<file path="src/rtl/regfile_sb.sv">
// 31x32 register file with a per-register 2-bit pending-writer scoreboard.
// Optional same-cycle write-back bypass on the read ports: define REGFILE_BYPASS_EN.
module regfile_sb (
    input  logic        clk,
    input  logic        rst,
    input  logic        wb_rd_enable,
    input  logic [4:0]  wb_rd_addr,
    input  logic [31:0] wb_rd_data,
    input  logic        read1_enable,
    input  logic [4:0]  read1_addr,
    input  logic        read2_enable,
    input  logic [4:0]  read2_addr,
    output logic [31:0] read1_data,
    output logic [31:0] read2_data,
    output logic        read1_busy,
    output logic        read2_busy,
    input  logic        issue_enable,
    input  logic [4:0]  issue_addr,
    input  logic        squash_enable,
    input  logic [4:0]  squash_addr,
    output logic        sb_error
);

    localparam int RegAddrlen = 5;
    localparam int Reglen     = 32;
    localparam logic [Reglen-1:0] ZeroWord = '0;

    // Entry 0 of each array is only ever reset, so x0 stays zero with no pending writer.
    logic [Reglen-1:0] regs     [0:31];
    logic [1:0]        pend     [0:31];
    logic [1:0]        pend_nxt [0:31];
    logic              err_nxt;
    int                delta;
    int                sum;

    always_comb begin
        pend_nxt = pend;
        err_nxt  = 1'b0;
        delta    = 0;
        sum      = 0;
        for (int r = 1; r < 32; r++) begin
            delta = 0;
            if (issue_enable && issue_addr == RegAddrlen'(r))
                delta = delta + 1;
            if (wb_rd_enable && wb_rd_addr == RegAddrlen'(r))
                delta = delta - 1;
            if (squash_enable && squash_addr == RegAddrlen'(r))
                delta = delta - 1;
            sum = int'(pend[r]) + delta;
            if (sum > 3) begin
                pend_nxt[r] = 2'd3;
                err_nxt     = 1'b1;
            end else if (sum < 0) begin
                pend_nxt[r] = 2'd0;
                err_nxt     = 1'b1;
            end else begin
                pend_nxt[r] = 2'(sum);
            end
        end
    end

    always_ff @(posedge clk) begin
        if (rst) begin
            for (int i = 0; i < 32; i++) begin
                regs[i] <= ZeroWord;
                pend[i] <= 2'd0;
            end
            sb_error <= 1'b0;
        end else begin
            if (wb_rd_enable && wb_rd_addr != '0)
                regs[wb_rd_addr] <= wb_rd_data;
            for (int i = 1; i < 32; i++)
                pend[i] <= pend_nxt[i];
            if (err_nxt)
                sb_error <= 1'b1;
        end
    end

    logic rd1_valid;
    logic rd2_valid;
    assign rd1_valid = read1_enable && read1_addr != '0;
    assign rd2_valid = read2_enable && read2_addr != '0;

`ifdef REGFILE_BYPASS_EN
    // A retiring sole writer hands its data straight to the reader, unless a new writer issues now.
    logic rd1_hit;
    logic rd2_hit;
    assign rd1_hit = !rst && wb_rd_enable && rd1_valid && wb_rd_addr == read1_addr;
    assign rd2_hit = !rst && wb_rd_enable && rd2_valid && wb_rd_addr == read2_addr;

    assign read1_data = !rd1_valid ? ZeroWord : (rd1_hit ? wb_rd_data : regs[read1_addr]);
    assign read2_data = !rd2_valid ? ZeroWord : (rd2_hit ? wb_rd_data : regs[read2_addr]);

    assign read1_busy = rd1_valid && pend[read1_addr] != 2'd0 &&
                        !(rd1_hit && pend[read1_addr] == 2'd1 &&
                          !(issue_enable && issue_addr == read1_addr));
    assign read2_busy = rd2_valid && pend[read2_addr] != 2'd0 &&
                        !(rd2_hit && pend[read2_addr] == 2'd1 &&
                          !(issue_enable && issue_addr == read2_addr));
`else
    assign read1_data = rd1_valid ? regs[read1_addr] : ZeroWord;
    assign read2_data = rd2_valid ? regs[read2_addr] : ZeroWord;
    assign read1_busy = rd1_valid && pend[read1_addr] != 2'd0;
    assign read2_busy = rd2_valid && pend[read2_addr] != 2'd0;
`endif

endmodule

</file>
<file path="config.mk">
export PLATFORM = sky130hd
export DESIGN_NAME = regfile_sb
export DESIGN_NICKNAME = d
export VERILOG_FILES = /design/src/rtl/regfile_sb.sv
export SDC_FILE = /design/constraint.sdc
export NUM_CORES = 2
export LEC_CHECK = 0
export BUFFER_PORTS_ARGS = -buffer_cell sky130_fd_sc_hd__buf_2
export CELL_PAD_IN_SITES_DETAIL_PLACEMENT = 1
export CELL_PAD_IN_SITES_GLOBAL_PLACEMENT = 1
export CORE_AREA = 2 2 604 306
export DETAILED_ROUTE_END_ITERATION = 7
export DIE_AREA = 0 0 606 308
export GPL_ROUTABILITY_DRIVEN = 0
export PLACE_DENSITY = 0.68
export SKIP_CTS_REPAIR_TIMING = 1
export SLEW_MARGIN = 0
export SYNTH_ARGS = -nofsm -noshare
export SYNTH_HDL_FRONTEND = slang
export SYNTH_SLANG_ARGS = --single-unit
</file>
<file path="constraint.sdc">
create_clock -name clk -period 10.1 [get_ports clk]
set_input_delay 2.02 -clock clk [delete_from_list [all_inputs] [get_ports clk]]
set_output_delay 2.02 -clock clk [all_outputs]
set_load 0.02 [all_outputs]
</file>
==> results.cfg <==
[run_status]
status = complete, no violations

[pwr]
leakagePower_uw = 0.0305
finalPower_uw = 11200
p_per_area_nw_per_um2 = 142
ir_drop_mv = 0.137

[cells_and_area]
finalNetCount = 6141
post-route-util_pct = 43.6
syn_to_final_growth_pct = 9.97
final_cells = 7843
regArea_um2 = 32000
fill_cells = 18400
multi_input_area_um2 = 37600
drive_gt1_share_pct = 21.3

[global_route]
overflow = 0
grt_pass1_wl_um = 372000
groute.usage.overall_pct = 28.3
grt_pass1_vias = 48200
grt_max_degree = 112
grt_antenna_before_repair = 36

[min_path]
holdPathEnd = pend[36]$_SDFF_PP0_
whs_path_depth = 3
hold_class = reg -> reg
hold_start = pend[36]$_SDFF_PP0_

[timing]
hold_viol_final = 0
report.final.slew_viol_count = 0
fmax_mhz = 133
worstMarginPinSlew_ns = 1.41
period_minus_slack_ns = 7.50
slew_headroom_pct = 5.08
setup_tns_ns = 0
finalClockSkew_ns = 0.0238
setup_viol = 0
min_period_over_period_pct = 74.2
setup_ws_ns = 2.60
rsz0062_at_grt = no

[logic_synthesis]
synth_area_um2 = 72000
synthDistinctLibCells = 70
yosysWarningCount = 0
synth_edf_count = 1024
synth-async-reset-ratio_pct = 0
seq_area_frac_synth_pct = 44.5
synth.avg_cell_area_um2 = 13.5
ys_seq_elements = 1087
synth_ff_type = edfxtp_1
synthCells = 5343

[cts]
cts_buffer_depth = 3
cts.sinks = 1087
path_clk_slew_ns = 0.07
clock_latency_ns = 0.71
htreeDepth = 3
root_buffer = clkbuf_16
cts-buffers-inserted = 102
cts_tree = done

[floorplan]
dieWidth_um = 606
num_rows = 111
start_util_pct = 39.6
dieArea_um2 = 187000
ioPinCount = 131
dieHeight_um = 308
core_um2 = 182000

[detailed_routing]
first_pass_iters = 6
wl_um = 265000
antenna_left = 0
drt_iter0_markers = 7722
wl_per_cell_um = 33.8
route.detailed.drc = 0
avgViaCountPerCell = 6.20
via_count = 48600

[place]
dpl.cell_count = 7641
dp_hpwl_um = 167000
dp_slack_ns = 2.27
io_buffers = 130

[worst_setup_path]
critPathCaptureType = output port
criticalPathCategory = in -> out
required_ns = 8.08
r2r_slack_ns = 5.79
cp_max_fo = 78
worstRegToRegCells = 16
cp.arrival_ns = 5.48
r2r_start = pend[10]$_SDFF_PP0_
r2r_end = sb_error$_SDFFE_PP0P_
setup.worst_path.start_class = primary input

[job]
drv_cap = 0
cell usage after synthesis (7+ instances only):
| cell | instances | area share [%] |
|---|---|---|
| ha_1 | 730 | 13 |
| mux4_2 | 644 | 20 |
| inv_1 | 437 | 2.3 |
| nor4_1 | 41 | 0.36 |
| xor2_1 | 13 | 0.16 |
| nand2b_1 | 25 | 0.22 |
| nand4b_1 | 24 | 0.29 |
| a21o_1 | 10 | 0.10 |
| or3_1 | 9 | 0.078 |
| a21oi_1 | 106 | 0.74 |
| nand3_1 | 21 | 0.15 |
| and2_1 | 963 | 8.4 |
| a211oi_1 | 48 | 0.50 |
| buf_1 | 62 | 0.32 |
| nand2_1 | 72 | 0.38 |
| edfxtp_1 | 1024 | 43 |
| xnor2_1 | 39 | 0.47 |
| nand4_1 | 33 | 0.29 |
| nor2b_1 | 11 | 0.096 |
| a41o_1 | 8 | 0.11 |
| nor2_1 | 224 | 1.2 |
| dfxtp_1 | 63 | 1.8 |
| fa_1 | 31 | 0.86 |
| nor4bb_1 | 7 | 0.097 |
| o21ai_0 | 56 | 0.39 |
| o31ai_1 | 8 | 0.083 |
| nor4b_1 | 30 | 0.36 |
| mux2i_1 | 64 | 0.89 |
| and3_1 | 39 | 0.34 |
| nor3_1 | 55 | 0.38 |
| clkbuf_1 | 323 | 1.7 |
| or2_2 | 26 | 0.23 |
power by group:
group	internal, µW	leakage, µW	total (µW)	switching (µW)
Sequential	5200	0.0103	5370	168
Clock	2140	0.00159	4050	1910
Combinational	722	0.0186	1800	1080
Total	8070	0.0305	11200	3160
worst max-delay path by stage:
stage | start | to | slack [ns] | cells after the start
floorplan | wb_rd_addr[3] | sb_error$_SDFFE_PP0P_ | 3.20 | 19
global placement | issue_addr[3] | sb_error$_SDFFE_PP0P_ | 2.53 | 21
detailed placement | wb_rd_addr[4] | sb_error$_SDFFE_PP0P_ | 2.27 | 21
CTS | read1_addr[0] | read1_busy | 2.61 | 8
global route | issue_enable | sb_error$_SDFFE_PP0P_ | 2.46 | 22
finish | read1_addr[0] | read1_busy | 2.60 | 8
registers in the layout (all words and copies together), names as in the netlist:
name	flops
regs	1024
pend	62
sb_error	1
cell type report:
type / count / share of cell area, %
sequential: 1087 / 40.4
multi-input combinational: 3457 / 47.4
clock buffer: 116 / 3.34
tap: 2429 / 3.84
clock inverter: 69 / 0.826
antenna: 17 / 0.0537
timing repair buffer: 231 / 2.00
inverter: 437 / 2.07
routing by layer:
layer | vias up | global-route usage, % | routed length [µm]
li1 | 19600 | - | -
met1 | 25500 | 43.5 | 117000
met2 | 3104 | 38.3 | 106000
met3 | 450 | 8.14 | 34200
met4 | 2 | 7.69 | 7810
met5 | - | 0 | 10
cell families after synthesis:
logic type / after synthesis / synth area share [%]
other cells: 1 / 0.00521
simple gates: 1633 / 13.5
flops: 1087 / 44.5
compound gates: 271 / 2.43
fa+ha+maj: 761 / 13.5
xor+xnor: 52 / 0.633
buf+inv: 830 / 4.36
mux: 708 / 21.0
layout by cell type (no fill, tap or decap), types with 10 or more instances in the layout:
master,count
o21ai_4,29
nor4b_1,30
mux2i_1,64
nor2_1,194
nand4_1,33
and2_1,963
nand3_1,19
clkbuf_1,12
a211oi_1,48
nand2b_1,25
ha_1,730
nor3_1,55
edfxtp_1,1024
clkbuf_16,104
clkinv_2,15
a21o_1,10
nand2_1,68
fa_1,31
dfxtp_1,63
conb_1,32
o21ai_0,28
and3_1,39
bufinv_16,10
buf_2,119
xor2_1,13
mux4_2,644
clkinv_1,25
buf_4,97
nand4b_1,24
nor4_1,40
diode_2,17
or2_2,26
nor2_4,30
inv_1,436
nor2b_1,11
a21oi_1,106
xnor2_1,39
worst max-delay path: stages:
cell and delay, ns:
buf_8 0.62, buf_12 0.55, nor3_1 0.12, a211oi_1 0.52, a21oi_1 0.25, mux4_2 0.61, a211oi_1 0.38, buf_2 0.24
stage by stage:
stage	hold WS [ns]	cell area [µm²]
final	0.678	79200
after global routing	0.720	79100
after CTS	0.678	79100
after detailed placement	0.661	75800
after global placement	0.624	75800
after floorplan	0.613	72100
(Power assumes the default switching activity.)
